File: src/rtl/mac_out_fifo.sv
// mac_out_fifo
// ------------
// Output buffer that sits directly behind part2_mac. The MAC cannot be
// stalled, so this block captures every result on the cycle it is valid.
// It then hands the results to the next consumer in order, using a
// valid/ready handshake.
//
// Lost results are always recorded. If a result arrives while the queue is
// full and no read frees a slot in the same cycle, the result is dropped.
// Each drop sets a sticky overflow flag and bumps a saturating drop counter.
//
// The output is show-ahead: data_out always presents the head entry.
// A value written at edge k becomes visible in the cycle after edge k.
// There is no bypass from f_in to data_out while the queue is empty.
//
// Ports:
//   clk        rising-edge clock
//   reset      synchronous, active-high; wins over any coincident read/write
//   f_in       signed 24-bit accumulator value from the MAC
//   valid_in   f_in is valid this cycle
//   data_out   signed head-of-queue value (don't-care while valid_out=0)
//   valid_out  data_out holds a valid entry
//   ready_in   consumer accepts data_out this cycle
//   count      current occupancy, 0..DEPTH
//   full       count == DEPTH
//   overflow   sticky; set when any valid_in is dropped
//   drop_cnt   number of dropped inputs, saturating at all-ones
//
// DEPTH must be a power of two and >= 2. The pointers rely on natural
// binary wrap at DEPTH.
module mac_out_fifo #(
    parameter int DEPTH = 8,
    parameter int CNT_W = 8
) (
    input  logic                       clk,
    input  logic                       reset,
    input  logic signed [23:0]         f_in,
    input  logic                       valid_in,
    output logic signed [23:0]         data_out,
    output logic                       valid_out,
    input  logic                       ready_in,
    output logic [$clog2(DEPTH):0]     count,
    output logic                       full,
    output logic                       overflow,
    output logic [CNT_W-1:0]           drop_cnt
);

    localparam int AW = $clog2(DEPTH);
    localparam logic [AW:0] FULL_CNT = (AW+1)'(DEPTH);

    // Storage is intentionally left uncleared by reset.
    logic [23:0]      mem_q [DEPTH];

    logic [AW-1:0]    wr_ptr_q, wr_ptr_d;
    logic [AW-1:0]    rd_ptr_q, rd_ptr_d;
    logic [AW:0]      count_q, count_d;
    logic             overflow_q, overflow_d;
    logic [CNT_W-1:0] drop_cnt_q, drop_cnt_d;

    logic             rd;
    logic             wr;
    logic             drop;

    assign valid_out = (count_q != '0);
    assign full      = (count_q == FULL_CNT);
    assign data_out  = mem_q[rd_ptr_q];
    assign count     = count_q;
    assign overflow  = overflow_q;
    assign drop_cnt  = drop_cnt_q;

    // A write into a full queue still succeeds when a read frees the head
    // slot in the same cycle.
    assign rd   = valid_out & ready_in;
    assign wr   = valid_in & (~full | rd);
    assign drop = valid_in & full & ~rd;

    always_comb begin
        wr_ptr_d   = wr_ptr_q;
        rd_ptr_d   = rd_ptr_q;
        count_d    = count_q;
        overflow_d = overflow_q;
        drop_cnt_d = drop_cnt_q;

        if (wr) begin
            wr_ptr_d = wr_ptr_q + AW'(1);
        end
        if (rd) begin
            rd_ptr_d = rd_ptr_q + AW'(1);
        end

        case ({wr, rd})
            2'b10:   count_d = count_q + (AW+1)'(1);
            2'b01:   count_d = count_q - (AW+1)'(1);
            default: count_d = count_q;
        endcase

        if (drop) begin
            overflow_d = 1'b1;
            if (drop_cnt_q != '1) begin
                drop_cnt_d = drop_cnt_q + CNT_W'(1);
            end
        end
    end

    always_ff @(posedge clk) begin
        if (reset) begin
            wr_ptr_q   <= '0;
            rd_ptr_q   <= '0;
            count_q    <= '0;
            overflow_q <= 1'b0;
            drop_cnt_q <= '0;
        end else begin
            wr_ptr_q   <= wr_ptr_d;
            rd_ptr_q   <= rd_ptr_d;
            count_q    <= count_d;
            overflow_q <= overflow_d;
            drop_cnt_q <= drop_cnt_d;
        end
    end

    // An input that arrives together with reset is not captured.
    always_ff @(posedge clk) begin
        if (!reset && wr) begin
            mem_q[wr_ptr_q] <= f_in;
        end
    end

endmodule
File: config.mk
export PLATFORM = sky130hd
export DESIGN_NAME = mac_out_fifo
export DESIGN_NICKNAME = d
export VERILOG_FILES = /design/src/rtl/mac_out_fifo.sv
export SDC_FILE = /design/constraint.sdc
export NUM_CORES = 1
export LEC_CHECK = 0
export CORE_ASPECT_RATIO = 1.1
export CORE_MARGIN = 5
export CORE_UTILIZATION = 30
export DETAILED_ROUTE_END_ITERATION = 10
export PLACE_DENSITY_LB_ADDON = 0.05
export SLEW_MARGIN = 30
export SYNTH_ARGS = -nofsm -noshare
export SYNTH_HDL_FRONTEND = slang
export SYNTH_SLANG_ARGS = --single-unit
File: constraint.sdc
create_clock -name clk -period 4.6 [get_ports clk]
set_clock_uncertainty 0.05 [all_clocks]
set_input_delay 0.92 -clock clk [delete_from_list [all_inputs] [get_ports clk]]
set_output_delay 0.92 -clock clk [all_outputs]
set_load 0.03 [all_outputs]
==> impl_metrics.tcl <==
set metrics [dict create \
    p_switching_w 0.00116 \
    dp_cells 841 \
    num-nets-final 536 \
    finalNonFillerCells 883 \
    syn_avg_cell_area_um2 20.1 \
    die_area_um2 31500 \
    p_sw_share_pct 24.7 \
    synth.most_common_cell "edfxtp_1" \
    cts_root_buffer "clkbuf_16" \
    ys_top_cells_by_area "edfxtp_1 69%, mux4_2 13%, dfxtp_1 5.2%" \
    cp.arrival_ns 2.99 \
    synth_seq_cells 214 \
    first_iter_violations 188 \
    clk_pin_slew_worst_paths_ns 0.06 \
    yosysTopAreaCell "edfxtp_1" \
    drc_errors 0 \
    post-route-period-util_pct 86.0 \
    vias 4169 \
    yosysSeqAreaShare_pct 73.9 \
    ant_nets 0 \
    grt_max_degree 49 \
    cts_setup_buffers 0 \
    cts_resized 0 \
    rows 64 \
    seq_area_um2 6210 \
    max_stage_delay_ns 0.78 \
    initial_core_util_pct 30.3 \
    rsz0062_at_grt "false" \
    diodes 0 \
    p_comb_share_pct 15.9 \
    worstPathRequired_ns 3.63 \
    outcome "complete, no violations" \
    fillerInstances 2628 \
    grtUsageTotal_pct 11.8 \
    setup_viol 0 \
    synth_edf_count 192 \
    tightestPinTransition_ns 0.790 \
    routedWlPerCell_um 20.6 \
    core_area_um2 27700 \
    dr.pass1.iters 4 \
    reg2reg_depth 4 \
    clk_path_buf_depth 3 \
    maxCapViolCount 0 \
    rrSetupSlack_ns 1.82 \
    crit_path_max_fanout 29 \
    p_leak_nw 3.15 \
    rr_endpoint "mem_q[5][18]" \
    synth_common_cells "192 x edfxtp_1, 48 x mux4_2, 25 x mux2_2" \
    viasPerCell 4.72 \
    powerDensity_nw_per_um2 456 \
    yosysWarnings 0 \
    cp-endpoint "data_out[1]" \
    fin_crit_ns 3.96 \
    clk_latency_ns 0.51 \
    synth.distinct_cells 45 \
    yosysTopAreaCellShare_pct 68.6 \
    die_w_um 170 \
    max_clock_freq_ghz 0.253 \
    drt-total-wl_um 18200 \
    hpwl_um 10600 \
    slowest_stage "dfxtp_4" \
    synth.net_count 451 \
    hold_path.class "flip-flop to flip-flop" \
    die_h_um 186 \
    port_buffers 66 \
    area_growth_pct 22.3 \
    max-slew-margin-rel_pct 47.3 \
    synth_ff_type "edfxtp_1" \
    peakVddDrop_mv 0.195 \
    clkPwrFrac_pct 36.4 \
    reg2reg_from "count[2]" \
    clkSinkCount 214 \
    async_flop_share_pct 0 \
    maxSlewViolCount 0 \
    path_cells "buf_12 -> mux4_2 -> mux2_2 -> clkdlybuf4s50_1" \
    htree_levels 1 \
    worst-setup-path-type "flip-flop to output port" \
    grt_pass1_wl_um 28000 \
    p_seq_share_pct 47.8 \
    p_int_w 0.00353 \
    grt-ovfl-total 0 \
    drive_above_1_share_pct 27.1 \
    place.gp.congestion 0.719 \
    hold_buffers 0 \
    hold_viol 0 \
    fin_hold_ws_ns 0.429 \
    end_kind "output port" \
    antenna_found_initial 1 \
    critPathLaunchType "flip-flop" \
    grt_pass1_vias 4603 \
    syn-cell-area_um2 8400 \
    multi_input_area_um2 2110 \
    cts_inserted_buffers 24 \
    postSynthCellCount 419 \
    pin_count 67 \
    cts_tree "yes" \
    tns_ns 0 \
]
## registers in the layout, summed over array words and instances (netlist names), named ones only
name and cells:
wr_ptr_q 3, overflow 1, drop_cnt 8, rd_ptr_q 3, mem_q 192, count 4
## worst max-delay path, delay by kind of cell (launching register included)
family | cells | cell delay, ns
buffers and inverters | 2 | 0.86
multiplexers | 2 | 0.81
flip-flops | 1 | 0.78
## power groups by stage
stage               clock (W)  sequential (W)  combinational, W
finish                0.00170         0.00224          0.000744
global placement            0         0.00228          0.000758
global route          0.00185         0.00225          0.000800
detailed placement          0         0.00229          0.000763
floorplan                   0         0.00222          0.000560
CTS                   0.00177         0.00224          0.000766
## per-stage QoR
stage               power, W  cell area [µm²]  worst slack (ns)  utilization [%]
CTS                  0.00478            10300             0.509             37.1
global placement     0.00304             9570              1.10             34.6
detailed placement   0.00305             9570              1.02             34.6
finish               0.00469            10300             0.643             37.1
global route         0.00491            10300             0.460             37.1
floorplan            0.00278             8400             0.119                -
## cell type report
class | instances | share of cell area (%)
clock buffers | 29 | 6.24
flip-flops and latches | 214 | 60.5
well taps | 363 | 4.42
repair buffers | 83 | 7.79
clock inverters | 13 | 0.572
multi-input cells | 181 | 20.5
## metal layers
metal  vias to the layer above  part of all wire [%]  GRT usage, %
li1                       1890                     -             -
met1                      2180                    43          15.0
met2                        71                    50          20.7
met3                        26                   4.1          2.34
met4                         2                   2.0          3.09
met5                         -                 0.072             0
## layout by cell type (no fill, tap or decap), types with 3 or more instances in the layout
master             n
clkdlybuf4s50_1   66
mux4_2            48
nor2_4             4
o21ai_0            4
o211ai_1           3
ha_1               4
clkbuf_1           4
clkinv_2           8
a21oi_1            9
edfxtp_1         192
clkbuf_16         25
nor4_2             3
clkinv_1           5
nand2_1            8
mux2_2            25
nand3_1            7
nor2b_1            7
nand3b_1           3
xor2_1             4
nor2_1            15
buf_4             16
or3_1              4
dfxtp_1           20
nor3_2             3
nor4_1             3
## cells by family (layout without fill, tap and decap cells)
family / count (synthesis) / after routing / synth area share, %
flip-flops: 214 / 214 / 73.9
multiplexers: 75 / 75 / 16.5
AND/OR/NAND/NOR: 70 / 70 / 4.82
AO/OA/AOI/OAI: 28 / 28 / 2.16
buffers and inverters: 24 / 125 / 1.68
adder cells (fa/ha/maj): 4 / 4 / 0.596
XOR/XNOR: 4 / 4 / 0.417
## worst min path at each step
stage / end / depth (start not counted) / slack (ns) / startpoint
6_report: overflow / 2 / 0.43 / overflow
5_1_grt: flip-flop / 2 / 0.48 / rd_ptr_q[1]
4_1_cts: overflow / 2 / 0.43 / overflow
3_5_place_dp: overflow / 2 / 0.42 / overflow
3_3_place_gp: overflow / 2 / 0.41 / overflow
2_1_floorplan: flip-flop / 2 / 0.40 / rd_ptr_q[1]
(Power assumes the default switching activity.)
